==> src/rtl/fetch_buffer.sv <==
// Instruction fetch buffer: circular FIFO of {pc, instr} between the
// imem response path and decode, cleared on redirect.
module fetch_buffer #(
  parameter int DEPTH = 4,
  parameter int XLEN  = 32
) (
  input  logic                       clock,
  input  logic                       reset,
  input  logic                       flush,
  input  logic                       in_valid,
  input  logic [XLEN-1:0]            in_pc,
  input  logic [XLEN-1:0]            in_instr,
  output logic                       in_ready,
  output logic                       out_valid,
  output logic [XLEN-1:0]            out_pc,
  output logic [XLEN-1:0]            out_instr,
  input  logic                       out_stall,
  output logic [$clog2(DEPTH+1)-1:0] count,
  output logic                       overflow
);

  localparam int PW = $clog2(DEPTH);
  localparam int CW = $clog2(DEPTH+1);
  localparam logic [CW-1:0] FULL_C = CW'(DEPTH);

  logic [2*XLEN-1:0] mem_q [DEPTH];
  logic [PW-1:0]     wptr_q, wptr_d;
  logic [PW-1:0]     rptr_q, rptr_d;
  logic [CW-1:0]     cnt_q, cnt_d;
  logic              ovf_q, ovf_d;
  logic              push, pop;

  assign in_ready  = (cnt_q != FULL_C);
  assign out_valid = (cnt_q != '0);
  assign push      = in_valid & in_ready & ~flush;
  assign pop       = out_valid & ~out_stall & ~flush;

  assign out_pc    = mem_q[rptr_q][2*XLEN-1:XLEN];
  assign out_instr = mem_q[rptr_q][XLEN-1:0];
  assign count     = cnt_q;
  assign overflow  = ovf_q;

  always_comb begin
    wptr_d = wptr_q;
    rptr_d = rptr_q;
    cnt_d  = cnt_q;
    ovf_d  = ovf_q | (in_valid & ~in_ready & ~flush);
    if (flush) begin
      wptr_d = '0;
      rptr_d = '0;
      cnt_d  = '0;
    end else begin
      if (push) wptr_d = wptr_q + 1'b1;
      if (pop)  rptr_d = rptr_q + 1'b1;
      unique case ({push, pop})
        2'b10:   cnt_d = cnt_q + 1'b1;
        2'b01:   cnt_d = cnt_q - 1'b1;
        default: cnt_d = cnt_q;
      endcase
    end
  end

  always_ff @(posedge clock) begin
    if (reset) begin
      wptr_q <= '0;
      rptr_q <= '0;
      cnt_q  <= '0;
      ovf_q  <= 1'b0;
    end else begin
      wptr_q <= wptr_d;
      rptr_q <= rptr_d;
      cnt_q  <= cnt_d;
      ovf_q  <= ovf_d;
    end
  end

  // Storage is not reset; only the pointers define what is valid.
  always_ff @(posedge clock) begin
    if (push && !reset) mem_q[wptr_q] <= {in_pc, in_instr};
  end

endmodule
==> config.mk <==
export PLATFORM = sky130hd
export DESIGN_NAME = fetch_buffer
export DESIGN_NICKNAME = d
export VERILOG_FILES = /design/src/rtl/fetch_buffer.sv
export SDC_FILE = /design/constraint.sdc
export NUM_CORES = 1
export LEC_CHECK = 0
export BUFFER_PORTS_ARGS = -buffer_cell sky130_fd_sc_hd__buf_2
export CAP_MARGIN = 15
export CORE_MARGIN = 2
export CORE_UTILIZATION = 47
export DETAILED_ROUTE_END_ITERATION = 8
export PLACE_DENSITY = 0.79
export SETUP_SLACK_MARGIN = 0.2
export SYNTH_ARGS = -nofsm -noshare
export SYNTH_HDL_FRONTEND = slang
export SYNTH_SLANG_ARGS = --single-unit
==> constraint.sdc <==
create_clock -name clock -period 3.34 [get_ports clock]
set_clock_uncertainty 0.2 [all_clocks]
set_input_delay 0.668 -clock clock [delete_from_list [all_inputs] [get_ports clock]]
set_output_delay 0.668 -clock clock [all_outputs]
set_load 0.005 [all_outputs]
==> impl_results.md <==
- CTS Buf Count: 25
- FF+latch count, synth: 266
- Largest family of logic cells by synthesized area: multiplexers
- Post-Syn Area: 9839 um2
- Initial antenna violation count: 3
- Crit. End Element: output port
- Synth area leaders: edfxtp_1 (78%), mux4_2 (14%), dfxtp_1 (2.0%)
- Vias: 4507
- Vias in the first global route: 4756
- Total power: 6.503 mW
- Distinct cell type count after synthesis: 28
- Final ANT Viol Nets: 0
- Maximum fanout along the worst path: 34
- Maximum VDD drop: 0.0003566 V
- Critical path class: reg -> out
- Min-delay src: in_instr[24]
- Max-cap violations: 0
- Area leader, netlist: edfxtp_1
- PostCTS Resize Cnt: 0
- Main flop type after synthesis: edfxtp_1
- Compound-Gate Fraction of Synth Area: 0.005086
- Syn Nets: 470
- Hold crit path type: in -> reg
- Initial drt markers: 259
- Gr ovfl total: 0
- Largest net degree at the start of global routing: 44
- Post-synth EDFFs: 256
- Num ports: 139
- CP cell instances: buf_12, mux4_1, buf_2
- Root cell of the clock tree: clkbuf_16
- Worst-Skew Late Latency: 500 ps
- Cell Area, Placed: 10870 um2
- Post-Place Setup Slack: 587.3 ps
- Total wire length: 17530 um
- Worst EP required: 2470 ps
- Final period util: 0.8795
- Inst Count DP: 798
- Post-synthesis cell count: 395
- Initial Utilization: 0.4832
- Fin Setup TNS: 0 ps
- Slew @ Worst Pin: 638.7 ps
- Pwr dens: 558.6 nW/um2
- Die area: 22110 um2
- Fmax: 340.4 MHz
- Bufs and invs on worst path: 2
- Final Max Tran Viols: 0
- Post-Layout Cell Count: 842
- Worst R2R Setup Slack: 660 ps
- # setup viols final: 0
- Adder-Cell Fraction of Synth Area: 0.008393
- Synth top area share: 0.7813
- Final hold violation count: 0
- I/O Buffers: 138
- First-pass GRT wire length: 26920 um
- Net count reported at finish: 630
- Tmin final: 2938 ps
- DR WL/cell: 20.82 um
- Most frequent cell after synthesis: edfxtp_1
- Delay-heaviest family, CP: multiplexers
- Worst r2r src: count[2]$_SDFFE_PP0P_
- Synth Area in XOR/XNOR: 0.001780
- Clock sink count: 266
- Final HPWL from detailed placement: 11140 um
- Yosys warns: 0
- DIE WIDTH: 148.7 um
- Simple-Gate Fraction of Synth Area: 0.01488
- Critical path arrival: 2070 ps
- Register area share after synthesis: 0.8016
- Clk slew on worst S/H paths: 60 ps
- Slew HR: 0.5742
- Critical path startpoint category: flip-flop
- Area Growth Syn to Fin: 18.32%
- FP Rows: 52
- Drt pass-1 iters: 4
- DRC: 0
- Core ar.: 20360 um2
- Post-CTS Setup Inserts: 0
- Hold_buf cts: 0
- Gpl congestion: 0.7803
- CTS max path bufs: 3
- Crit-path slowest cell: mux4_1
- Setup ws final: 402.3 ps
- Layout cells sized above 1: 0.4396
- TritonCTS clock tree: done
- Synth cell count leaders: edfxtp_1 (256), mux4_2 (60), dfxtp_1 (10)
- Status: finished, final reports clean
- Pleak: 3.845 nW
- Mux share of post-synthesis cell area: 0.1490
- Share of flip-flops with an asynchronous set or reset: 0
- Final Cell Area: 11640 um2
- RSZ-0062 raised after global routing: false
- GR Util All Layers: 0.1592
- H-tree levels: 1
- CP peak stage delay: 610 ps
- Syn avg cell area: 24.91 um2
- Die Y-Extent: 148.7 um
- Vias/cell: 5.353
cell families (layout without fill, tap and decap cells):
family                   Yosys count  count (layout)
XOR/XNOR                           2               2
flip-flops                       266             266
multiplexers                      65              65
other                              0               1
adder cells (fa/ha/maj)            6               6
AO/OA/AOI/OAI                     10              10
AND/OR/NAND/NOR                   26              26
buffers and inverters             20             196
layout make-up:
class	count	area, um2
Antenna cell	1	2.502
Clock inverter	14	125.1
Timing Repair Buffer	147	845.8
Inverter	6	22.52
Tap cell	270	337.8
Clock buffer	29	640.6
Sequential cell	266	7895
Multi-Input combinational cell	109	1773
Fill cell	1441	8722
state kept, by name, summed over array words and instances, names as in the netlist, named ones only:
signal	cells
mem_q	256
count	3
rptr_q	2
overflow	1
wptr_q	2
through the flow:
| stage | hold WS (ps) | utilization |
|---|---|---|
| floorplan | 249.6 | - |
| global placement | 264.6 | 0.5340 |
| detailed placement | 258.8 | 0.5340 |
| CTS | 153.2 | 0.5716 |
| global route | 166.5 | 0.5717 |
| finish | 172.5 | 0.5717 |
per-layer routing:
| layer | part of all wire | vias to the layer above | track usage | wire, um |
|---|---|---|---|---|
| met5 | 0.0015 | - | 0 | 26 |
| met4 | 0.020 | 4 | 0.03857 | 354 |
| met3 | 0.065 | 30 | 0.04172 | 1135 |
| met2 | 0.49 | 135 | 0.2660 | 8655 |
| met1 | 0.42 | 2337 | 0.2125 | 7361 |
| li1 | - | 2001 | - | - |
path summary, 6_finish.rpt:
check / cells after the start / end
setup / recovery: 3 / out_pc[24]
hold / removal: 1 / mem_q[1][24]$_DFFE_PP_
hold reg to reg: 2 / overflow$_SDFF_PP0_
setup reg to reg: 9 / count[2]$_SDFFE_PP0P_
cell usage in the layout, fill, tap and decap left out, drive strengths merged, types with 5 or more instances in the layout:
master and n:
a21oi 5, and2 5, buf 147, clkbuf 29, clkinv 10, dfxtp 10, edfxtp 256, ha 5
inv 7, mux4 64, nor2 6, o21ai 5
power by group:
group	total, mW	internal [mW]	switching [mW]	leakage, nW
clock network	2.64	1.53	1.11	0.376
logic	0.172	0.0791	0.0932	1.07
registers	3.69	3.68	0.00818	2.40
Power figures use the tool's default switching activity.
